<file path="src/rtl/multicycle_control_fsm_if.sv">
// Bus between the multicycle controller and its datapath: decoded IR fields and
// status flags in, select lines, write strobes and debug/status out.
interface multicycle_control_fsm_if;
    logic [6:0]  op;
    logic [2:0]  funct3;
    logic        funct7_5;
    logic        zero;
    logic        mem_ready;

    logic        pc_write;
    logic        ir_write;
    logic        mem_write;
    logic        reg_write;
    logic        adr_src;
    logic [1:0]  result_src;
    logic [1:0]  alu_src_a;
    logic [1:0]  alu_src_b;
    logic [1:0]  imm_src;
    logic [2:0]  alu_control;
    logic [3:0]  state;
    logic        instr_done;
    logic        illegal;
    logic [31:0] instr_count;

    // Controller side.
    modport master (
        input  op, funct3, funct7_5, zero, mem_ready,
        output pc_write, ir_write, mem_write, reg_write,
        output adr_src, result_src, alu_src_a, alu_src_b, imm_src, alu_control,
        output state, instr_done, illegal, instr_count
    );

    // Datapath side.
    modport slave (
        output op, funct3, funct7_5, zero, mem_ready,
        input  pc_write, ir_write, mem_write, reg_write,
        input  adr_src, result_src, alu_src_a, alu_src_b, imm_src, alu_control,
        input  state, instr_done, illegal, instr_count
    );
endinterface

</file>
<file path="src/rtl/multicycle_control_fsm.sv">
// Control FSM for a multicycle RV32 subset (lw, sw, R-type, I-type ALU, beq, jal)
// with memory-ready stalls, an illegal-opcode trap and a retired-instruction counter.
module multicycle_control_fsm (
    input  logic                           clk,
    input  logic                           rst,
    multicycle_control_fsm_if.master       bus
);

    localparam logic [3:0] S_FETCH    = 4'd0;
    localparam logic [3:0] S_DECODE   = 4'd1;
    localparam logic [3:0] S_MEMADR   = 4'd2;
    localparam logic [3:0] S_MEMREAD  = 4'd3;
    localparam logic [3:0] S_MEMWB    = 4'd4;
    localparam logic [3:0] S_MEMWRITE = 4'd5;
    localparam logic [3:0] S_EXECR    = 4'd6;
    localparam logic [3:0] S_EXECI    = 4'd7;
    localparam logic [3:0] S_ALUWB    = 4'd8;
    localparam logic [3:0] S_BEQ      = 4'd9;
    localparam logic [3:0] S_JAL      = 4'd10;
    localparam logic [3:0] S_TRAP     = 4'd11;

    localparam logic [6:0] OP_LW   = 7'b0000011;
    localparam logic [6:0] OP_SW   = 7'b0100011;
    localparam logic [6:0] OP_R    = 7'b0110011;
    localparam logic [6:0] OP_I    = 7'b0010011;
    localparam logic [6:0] OP_BEQ  = 7'b1100011;
    localparam logic [6:0] OP_JAL  = 7'b1101111;

    localparam logic [2:0] ALU_ADD = 3'b000;
    localparam logic [2:0] ALU_SUB = 3'b001;
    localparam logic [2:0] ALU_AND = 3'b010;
    localparam logic [2:0] ALU_OR  = 3'b011;
    localparam logic [2:0] ALU_SLT = 3'b101;

    logic [3:0]  state_q, state_d;
    logic [31:0] instr_count_q, instr_count_d;

    logic        pc_write_raw, ir_write_raw, mem_write_raw, reg_write_raw, done_raw;
    logic        adr_src, use_funct;
    logic [1:0]  result_src, alu_src_a, alu_src_b;
    logic [2:0]  alu_fixed, alu_funct;
    logic        instr_done;

    // Next-state logic; mem_ready only matters in FETCH, MEMREAD and MEMWRITE.
    always_comb begin
        state_d = state_q;
        unique case (state_q)
            S_FETCH:    if (bus.mem_ready) state_d = S_DECODE;
            S_DECODE: begin
                unique case (bus.op)
                    OP_LW, OP_SW: state_d = S_MEMADR;
                    OP_R:         state_d = S_EXECR;
                    OP_I:         state_d = S_EXECI;
                    OP_BEQ:       state_d = S_BEQ;
                    OP_JAL:       state_d = S_JAL;
                    default:      state_d = S_TRAP;
                endcase
            end
            S_MEMADR:   state_d = (bus.op == OP_LW) ? S_MEMREAD : S_MEMWRITE;
            S_MEMREAD:  if (bus.mem_ready) state_d = S_MEMWB;
            S_MEMWRITE: if (bus.mem_ready) state_d = S_FETCH;
            S_EXECR,
            S_EXECI,
            S_JAL:      state_d = S_ALUWB;
            S_MEMWB,
            S_ALUWB,
            S_BEQ:      state_d = S_FETCH;
            S_TRAP:     state_d = S_TRAP;
            default:    state_d = S_TRAP;
        endcase
        if (rst) state_d = S_FETCH;
    end

    // Per-state datapath selects and ungated write strobes.
    always_comb begin
        pc_write_raw  = 1'b0;
        ir_write_raw  = 1'b0;
        mem_write_raw = 1'b0;
        reg_write_raw = 1'b0;
        done_raw      = 1'b0;
        adr_src       = 1'b0;
        result_src    = 2'b00;
        alu_src_a     = 2'b00;
        alu_src_b     = 2'b00;
        alu_fixed     = ALU_ADD;
        use_funct     = 1'b0;
        unique case (state_q)
            S_FETCH: begin
                alu_src_b    = 2'b10;
                result_src   = 2'b10;
                ir_write_raw = bus.mem_ready;
                pc_write_raw = bus.mem_ready;
            end
            S_DECODE: begin
                alu_src_a = 2'b01;
                alu_src_b = 2'b01;
            end
            S_MEMADR: begin
                alu_src_a = 2'b10;
                alu_src_b = 2'b01;
            end
            S_MEMREAD: adr_src = 1'b1;
            S_MEMWB: begin
                result_src    = 2'b01;
                reg_write_raw = 1'b1;
                done_raw      = 1'b1;
            end
            S_MEMWRITE: begin
                adr_src       = 1'b1;
                mem_write_raw = 1'b1;
                done_raw      = bus.mem_ready;
            end
            S_EXECR: begin
                alu_src_a = 2'b10;
                use_funct = 1'b1;
            end
            S_EXECI: begin
                alu_src_a = 2'b10;
                alu_src_b = 2'b01;
                use_funct = 1'b1;
            end
            S_ALUWB: begin
                reg_write_raw = 1'b1;
                done_raw      = 1'b1;
            end
            S_BEQ: begin
                alu_src_a    = 2'b10;
                alu_fixed    = ALU_SUB;
                pc_write_raw = bus.zero;
                done_raw     = 1'b1;
            end
            S_JAL: begin
                alu_src_a    = 2'b01;
                alu_src_b    = 2'b10;
                pc_write_raw = 1'b1;
            end
            default: ;
        endcase
    end

    // funct3/funct7 decode; subtract only for register-register ops.
    always_comb begin
        alu_funct = ALU_ADD;
        unique case (bus.funct3)
            3'b000:  alu_funct = (state_q == S_EXECR && bus.funct7_5) ? ALU_SUB : ALU_ADD;
            3'b010:  alu_funct = ALU_SLT;
            3'b110:  alu_funct = ALU_OR;
            3'b111:  alu_funct = ALU_AND;
            default: alu_funct = ALU_ADD;
        endcase
    end

    always_comb begin
        bus.imm_src = 2'b00;
        unique case (bus.op)
            OP_SW:   bus.imm_src = 2'b01;
            OP_BEQ:  bus.imm_src = 2'b10;
            OP_JAL:  bus.imm_src = 2'b11;
            default: bus.imm_src = 2'b00;
        endcase
    end

    assign instr_done = done_raw & ~rst;

    always_comb begin
        instr_count_d = instr_count_q + {31'd0, instr_done};
        if (rst) instr_count_d = '0;
    end

    always_ff @(posedge clk) begin
        state_q       <= state_d;
        instr_count_q <= instr_count_d;
    end

    assign bus.pc_write    = pc_write_raw  & ~rst;
    assign bus.ir_write    = ir_write_raw  & ~rst;
    assign bus.mem_write   = mem_write_raw & ~rst;
    assign bus.reg_write   = reg_write_raw & ~rst;
    assign bus.instr_done  = instr_done;
    assign bus.adr_src     = adr_src;
    assign bus.result_src  = result_src;
    assign bus.alu_src_a   = alu_src_a;
    assign bus.alu_src_b   = alu_src_b;
    assign bus.alu_control = use_funct ? alu_funct : alu_fixed;
    assign bus.state       = state_q;
    assign bus.illegal     = (state_q == S_TRAP);
    assign bus.instr_count = instr_count_q;

endmodule

</file>
<file path="src/flat_wrapper.sv">
// flat-port wrapper written by rule: the top's interface ports become plain ports
module multicycle_control_fsm_flat 
  (clk, rst, bus_op, bus_funct3, bus_funct7_5, bus_zero, bus_mem_ready, bus_pc_write, bus_ir_write, bus_mem_write, bus_reg_write, bus_adr_src, bus_result_src, bus_alu_src_a, bus_alu_src_b, bus_imm_src, bus_alu_control, bus_state, bus_instr_done, bus_illegal, bus_instr_count);
  multicycle_control_fsm_if bus_i ();
  input  logic clk;
  input  logic rst;
  input wire logic [$bits(bus_i.op)-1:0] bus_op;
  input wire logic [$bits(bus_i.funct3)-1:0] bus_funct3;
  input wire logic [$bits(bus_i.funct7_5)-1:0] bus_funct7_5;
  input wire logic [$bits(bus_i.zero)-1:0] bus_zero;
  input wire logic [$bits(bus_i.mem_ready)-1:0] bus_mem_ready;
  output wire logic [$bits(bus_i.pc_write)-1:0] bus_pc_write;
  output wire logic [$bits(bus_i.ir_write)-1:0] bus_ir_write;
  output wire logic [$bits(bus_i.mem_write)-1:0] bus_mem_write;
  output wire logic [$bits(bus_i.reg_write)-1:0] bus_reg_write;
  output wire logic [$bits(bus_i.adr_src)-1:0] bus_adr_src;
  output wire logic [$bits(bus_i.result_src)-1:0] bus_result_src;
  output wire logic [$bits(bus_i.alu_src_a)-1:0] bus_alu_src_a;
  output wire logic [$bits(bus_i.alu_src_b)-1:0] bus_alu_src_b;
  output wire logic [$bits(bus_i.imm_src)-1:0] bus_imm_src;
  output wire logic [$bits(bus_i.alu_control)-1:0] bus_alu_control;
  output wire logic [$bits(bus_i.state)-1:0] bus_state;
  output wire logic [$bits(bus_i.instr_done)-1:0] bus_instr_done;
  output wire logic [$bits(bus_i.illegal)-1:0] bus_illegal;
  output wire logic [$bits(bus_i.instr_count)-1:0] bus_instr_count;
  assign bus_i.op = bus_op;
  assign bus_i.funct3 = bus_funct3;
  assign bus_i.funct7_5 = bus_funct7_5;
  assign bus_i.zero = bus_zero;
  assign bus_i.mem_ready = bus_mem_ready;
  assign bus_pc_write = bus_i.pc_write;
  assign bus_ir_write = bus_i.ir_write;
  assign bus_mem_write = bus_i.mem_write;
  assign bus_reg_write = bus_i.reg_write;
  assign bus_adr_src = bus_i.adr_src;
  assign bus_result_src = bus_i.result_src;
  assign bus_alu_src_a = bus_i.alu_src_a;
  assign bus_alu_src_b = bus_i.alu_src_b;
  assign bus_imm_src = bus_i.imm_src;
  assign bus_alu_control = bus_i.alu_control;
  assign bus_state = bus_i.state;
  assign bus_instr_done = bus_i.instr_done;
  assign bus_illegal = bus_i.illegal;
  assign bus_instr_count = bus_i.instr_count;
  multicycle_control_fsm u_core (.clk(clk), .rst(rst), .bus(bus_i));
endmodule
</file>
<file path="config.mk">
export PLATFORM = sky130hd
export DESIGN_NAME = multicycle_control_fsm_flat
export DESIGN_NICKNAME = d
export VERILOG_FILES = /design/src/rtl/multicycle_control_fsm_if.sv /design/src/rtl/multicycle_control_fsm.sv /design/src/flat_wrapper.sv
export SDC_FILE = /design/constraint.sdc
export NUM_CORES = 1
export LEC_CHECK = 0
export CORE_MARGIN = 3
export CORE_UTILIZATION = 42
export DETAILED_ROUTE_END_ITERATION = 16
export PLACE_DENSITY = 0.86
export SLEW_MARGIN = 30
export SYNTH_ARGS = -nofsm -noshare
export SYNTH_HDL_FRONTEND = slang
export SYNTH_SLANG_ARGS = --single-unit
</file>
<file path="constraint.sdc">
create_clock -name clk -period 2.62 [get_ports clk]
set_clock_uncertainty 0.1 [all_clocks]
set_input_delay 0.393 -clock clk [delete_from_list [all_inputs] [get_ports clk]]
set_output_delay 0.393 -clock clk [all_outputs]
set_load 0.005 [all_outputs]
</file>
* After elaboration in Yosys (flattened, before gate mapping)
Cells that the tools add are included. Widths: inputs -> output; s select.
Word-level totals: register bits after elaboration 36, input bits 15, output and inout bits 54, word-level logic and storage cells 67
Operators by class: $add $sub $neg 1, eq/ne operators 23, multiplexer cells 21, bitwise gates (word level) 6, reduce and logical (&&, ||, !) cells 14
Operators with widths (number):
- $add 32x1->32 | 1
- $pmux 4 s7 | 1
- $pmux 4 s5 | 1
- $eq 4x3->1 const B | 4
- $eq 4x4->1 const B | 4
- $eq 7x6->1 const B | 2
- $eq 7x7->1 const B | 2
- $mux 4 | 3
- $pmux 2 s2 | 3
- $pmux 3 s4 | 1
- $reduce_or 2->1 | 6
- $reduce_or 3->1 | 3
- $eq 4x2->1 const B | 2
- $eq 7x2->1 const B | 1
- $eq 7x5->1 const B | 1
- $mux 1 | 7
- $eq 3x3->1 const B | 2
- $mux 3 | 2
- $ne 2x2->1 const B | 3
- $pmux 2 s3 | 1
- $and 1x1->1 | 5
- $eq 4x1->1 const B | 1
- $logic_not 4->1 | 1
- $reduce_or 4->1 | 1
- other kinds (7) | 7

* Longest topological paths before layout
Gate-level depths: netlist (run 1).
word-level depth 5, mapped depth 11, gate-level depth less buffers 9

* Worst setup path after synthesis (run 1)
OpenSTA, ideal clock, no wires.
path type flip-flop to flip-flop, from reg u_core.state_q[2] (netlist: u_core.bus.state[2]), to reg u_core.instr_count_q[31] (netlist: u_core.bus.instr_count[31]), library setup time 0.123 ns, arrival 2.654 ns, data required time 2.397 ns, slack -0.257 ns, stages on the path, launching flop included 11, buffers on the path 2, period minus slack after synthesis 2.877 ns, cell sequence dfxtp_1 > clkbuf_1 > nor2b_1 > a21oi_1 > nor3_1 > ha_1 > and4_1 > nand3_4 > buf_2 > nor4_2 > mux2_1
Between the ends: longest elaborated chain between the ends 5, elaborated cells between the ends (all ways) 8, classes of those cells 1 x add/sub; 4 x eq/ne; 1 x mux; 1 x bitwise; 1 x reduce/logical
RTL lines:
- start, declared | RTL line multicycle_control_fsm.sv:35 | logic [3:0] state_q, state_d;
- start signal, assigned | RTL line multicycle_control_fsm.sv:171 | state_q <= state_d;
- $eq 4x4->1 or $eq 4x3->1 (tied branches) | RTL line multicycle_control_fsm.sv:87 | unique case (state_q)
- $reduce_or 3->1 (no source line)
- $pmux 1 s2 * | RTL line multicycle_control_fsm.sv:87
- $and 1x1->1 * | RTL line multicycle_control_fsm.sv:163 | assign instr_done = done_raw & ~rst;
- via bus_instr_done | RTL line flat_wrapper.sv:23 | output wire logic [$bits(bus_i.instr_done)-1:0] bus_instr_done;
- $add 32x1->32 * | RTL line multicycle_control_fsm.sv:166 | instr_count_d = instr_count_q + {31'd0, instr_done};
- end signal, assigned | RTL line multicycle_control_fsm.sv:172 | instr_count_q <= instr_count_d;
- end, declared | RTL line multicycle_control_fsm.sv:36 | logic [31:0] instr_count_q, instr_count_d;
Mark *: on every way through the listed nets, which the timed path passes. The rest lies on a longest branch. A chain may end at the register's enable or synchronous reset.

* Worst setup path after layout (run 1)
from reg u_core.state_q[3] (netlist: u_core.bus.state[3]), to reg u_core.instr_count_q[17] (netlist: u_core.bus.instr_count[17])
Between the ends: longest elaborated chain between the ends 5, elaborated cells between the ends (all ways) 8, classes of those cells 1 x add/sub; 4 x eq/ne; 1 x mux; 1 x bitwise; 1 x reduce/logical
RTL lines (RTL line):
- $eq 4x4->1 or $eq 4x3->1 (tied branches) | multicycle_control_fsm.sv:87
- $reduce_or 3->1 (no source line)
- $pmux 1 s2 * | multicycle_control_fsm.sv:87
- $and 1x1->1 * | multicycle_control_fsm.sv:163
- $add 32x1->32 * | multicycle_control_fsm.sv:166
Mark *: on every way between the ends. The rest lies on a longest branch, timed or not.

==> results.md, run 1 <==
- Placed cell areas: roughly 3000 µm²
- Critical Path Fanout Max: 8
- Hpwl dp: approximately 4.2 mm
- Sink Count: 36
- Leakage power: 1.097 nW
- Worst path slowest cell: dfxtp_2
- Syn Inst Count: around 280
- Worst slew pin tran: ~480 ps
- Final setup vio count: 0
- Critical path data arrival time: between 2000 and 3000 ps
- First-pass GRT wire length: just under 10 mm
- Fin Setup TNS: 0 ps
- Final-report hold violation count: 0
- Outcome: finished clean
- Gr busiest metal: met2
- Antenna violations before repair: 0
- Total gr overflow: 0
- WS Path Type: reg -> reg
- Number of I/O port buffers: 68
- Worst hold path depth: 3
- DRC Markers: 0
- Die Ht: just under 80 µm
- Number of synthesized flops with an enable pin: 0
- Critical Path RT: 2740 ps
- Global Route Usage Sum: 19.41%
- Routed wire length: 6.345 mm
- Reg2Reg Capture Point: u_core.bus.instr_count[17]
- Total die area: 6080 µm²
- Async set-reset flop share out of synthesis: 0%
- Cells along the critical path: nor2b_2, a21oi_1, nor3_2, ha_2, and4_4, nand3_4, buf_6, or4_1, a21oi_1
- Crit end category: flip-flop
- Setup crit start: u_core.bus.state[3]
- Average instance area after synthesis: slightly below 8 µm²
- Clock period minus worst slack: between 2000 and 2500 ps
- DR vias: ~2.4k
- Register bit count reported by yosys: 36
- Total CTS buffers: 5
- Met1 GRT Util: between 20% and 30%
- FMAX: between 400 and 500 MHz
- Register area share after synthesis: 33.12%
- Startpoint Class: flip-flop
- Tcrit/Tclk final: 94.68%
- Max-cap violations: 0
- CP Capture Point: u_core.bus.instr_count[17]
- Max Slew Vio Count: 0
- Distinct cells, synth: between 40 and 50
- Iter 0 DRT Violations: 221
- Largest net degree at the start of global routing: 26
- Area leader, netlist: dfxtp_1
- Ys flop type: dfxtp_1
- Slew headroom: 68.23%
- Reg-to-Reg Start: u_core.bus.state[3]
- Power Density: between 500 and 600 nW/µm²
- Worst-Skew Late Latency: just under 300 ps
- Top-area cell type share of the netlist area: between 30% and 40%
- Row count: 25
- Routability cong.: 0.9166
- Vias in the first global route: around 2.1k
- Post-layout instance area: 3172 µm²
- Synth-to-layout area growth: 45.77%
- RSZ-0062 raised after global routing: false
- DR vias/cell: about 5.8
- Netlist Area Pre-Place: 2176 µm²
- Clk pin slew, worst setup/hold paths: around 70 ps
- Worst vdd ir: roughly 0.00046 V
- Worst min path class: in -> reg
- Die width: 77.98 µm
- Yosys warning count: 0
- Iteration count of the initial detailed-routing pass: 4
- Share of cells above drive strength 1: approximately 15%
- Post-Syn Nets: 293
- H-tree depth: 2
- GRT met2 Usage: approximately 30%
- CTS tree: done
- Reg2Reg Setup Slack: between 100 and 150 ps
- Top cells by area, synth: dfxtp_1 (33%), a21oi_1 (5.5%), nor2_1 (5.3%)
- Ports: 69
- Antenna viol nets, final: 0
- Crit path top cell by count: a21oi_1
- DR WL/cell: between 10 and 15 µm
- Final #Nets: approximately 370
- Antenna cells: 0
- Core area: between 4000 and 5000 µm²
- Max Root-Sink Buffers: 2
- Critical Path Max Stage Delay: a little over 400 ps
- Met3 Track Usage GR: under 10%
- Cells on worst reg2reg path: 9
- CTS Root Cell: clkbuf_8
- Starting Density: roughly 45%
[worst min-delay path by stage]
stage	start	to	slack, ps
floorplan	u_core.bus.instr_count[19]	u_core.bus.instr_count[19]	380
global placement	u_core.bus.instr_count[14]	u_core.bus.instr_count[14]	380
detailed placement	u_core.bus.instr_count[19]	u_core.bus.instr_count[19]	390
CTS	u_core.bus.instr_count[19]	u_core.bus.instr_count[19]	400
global route	bus_mem_ready	u_core.bus.state[2]	390
finish	bus_mem_ready	u_core.bus.state[2]	390
[sequential cells by signal, summed over array words and instances, names as in the netlist]
signal / count
u_core.bus.instr_count: 32
u_core.bus.state: 4
[stage by stage]
stage | util [%] | instances | power, W | setup slack [ps] | hold slack (ps)
floorplan | - | 276 | 0.001062 | 14.87 | 380.9
global placement | 61.96 | 411 | 0.001425 | -139.7 | 379.9
detailed placement | 61.96 | 411 | 0.001436 | -224.7 | 388.5
CTS | 63.87 | 419 | 0.001848 | 9.313 | 396.7
global route | 65.42 | 425 | 0.001993 | 5.253 | 389.2
finish | 65.42 | 425 | 0.001875 | 139.3 | 385.2
[placed cells by master (no fill, tap or decap), drive strengths merged, types with 2 or more instances in the layout]
master         instances
clkdlybuf4s50         66
dfxtp                 36
nor2                  31
a21oi                 24
buf                   24
nand2                 20
nor3                  13
nand3                 12
o31ai                 11
or4                   11
xor2                  10
o21ai                  9
nor2b                  9
nand4                  8
or3                    6
clkbuf                 6
and4                   6
and3                   5
inv                    5
nor4                   5
nand2b                 4
xnor2                  4
mux2                   4
clkinv                 3
and2                   3
o22ai                  2
nor4b                  2
ha                     2
[timing repair]
item                                    4_1_cts  5_1_grt
endpoints found under the setup margin        4       21
cloned                                        0        1
resized for setup                             2       13
hold buffers                                  0        0
buffers inserted                              0        5
pin swaps                                     0        3
[per-layer routing]
metal  vias to the layer above  part of all wire (%)
met5                         -                     0
li1                       1180                     -
met4                         0                   2.7
met1                      1144                    43
met3                        19                   7.5
met2                       102                    47
[synth_stat cells (4+ instances only)]
master,number
o31ai_1,11
o21ai_0,9
nand4_1,8
xnor2_1,4
buf_2,4
nand2b_1,4
a21oi_1,24
inv_1,5
dfxtp_1,36
and3_1,5
mux2_1,4
xor2_1,10
nor2_1,31
nand2_1,20
nor3_1,13
nand3_1,8
and4_1,5
clkbuf_1,13
or3_1,6
nor4_1,4
or4_1,11
nor2b_1,9
[layout make-up]
cell class                 count  area (µm²)
inverter                       6       23.77
clock inverter                 2       10.01
multi-input combinational    216        1383
timing repair buffer          92       865.8
tap                           67       83.83
clock buffer                   6       82.58
sequential                    36       723.2
fill                         380        1677
[critical path: cells and delay by family, from the launching register on]
kind            cells  cell delay (ps)
fa+ha+maj           1              250
compound gates      2              220
simple gates        5             1230
flops               1              410
buf+inv             1              190
[report_power, final]
group	switching, W	total (W)	internal, W	leakage [nW]
clock network	0.000206	0.000416	0.000210	0.0510
registers	0.0000678	0.000648	0.000580	0.291
logic	0.000388	0.000811	0.000423	0.754
total	0.000663	0.00188	0.00121	1.10
[cell families (layout without fill, tap and decap cells)]
kind of cell,count (synthesis),count (layout),share of synthesized area (%)
AOI/OAI and AO/OA,59,59,17.19
xor gates and xnor gates,14,14,5.635
and+or+nand+nor,136,137,35.77
adders and majority gates,2,2,1.150
DFF,36,36,33.12
muxes,4,4,2.070
buffers and inverters,25,106,5.061
Power figures use the tool's default switching activity.
==> run 2, diff against run 1 <==
--- a/config.mk
+++ b/config.mk
@@ -5,8 +5,10 @@
 export SDC_FILE = /design/constraint.sdc
 export NUM_CORES = 1
 export LEC_CHECK = 0
+export ABC_CLOCK_PERIOD_IN_PS = 2620
 export CORE_MARGIN = 3
 export CORE_UTILIZATION = 42
+export CTS_CLUSTER_SIZE = 25
 export DETAILED_ROUTE_END_ITERATION = 16
 export PLACE_DENSITY = 0.86
 export SLEW_MARGIN = 30
==> results of run 2 <==
No change in the layout: final DEF, timing and power equal those of run 1.
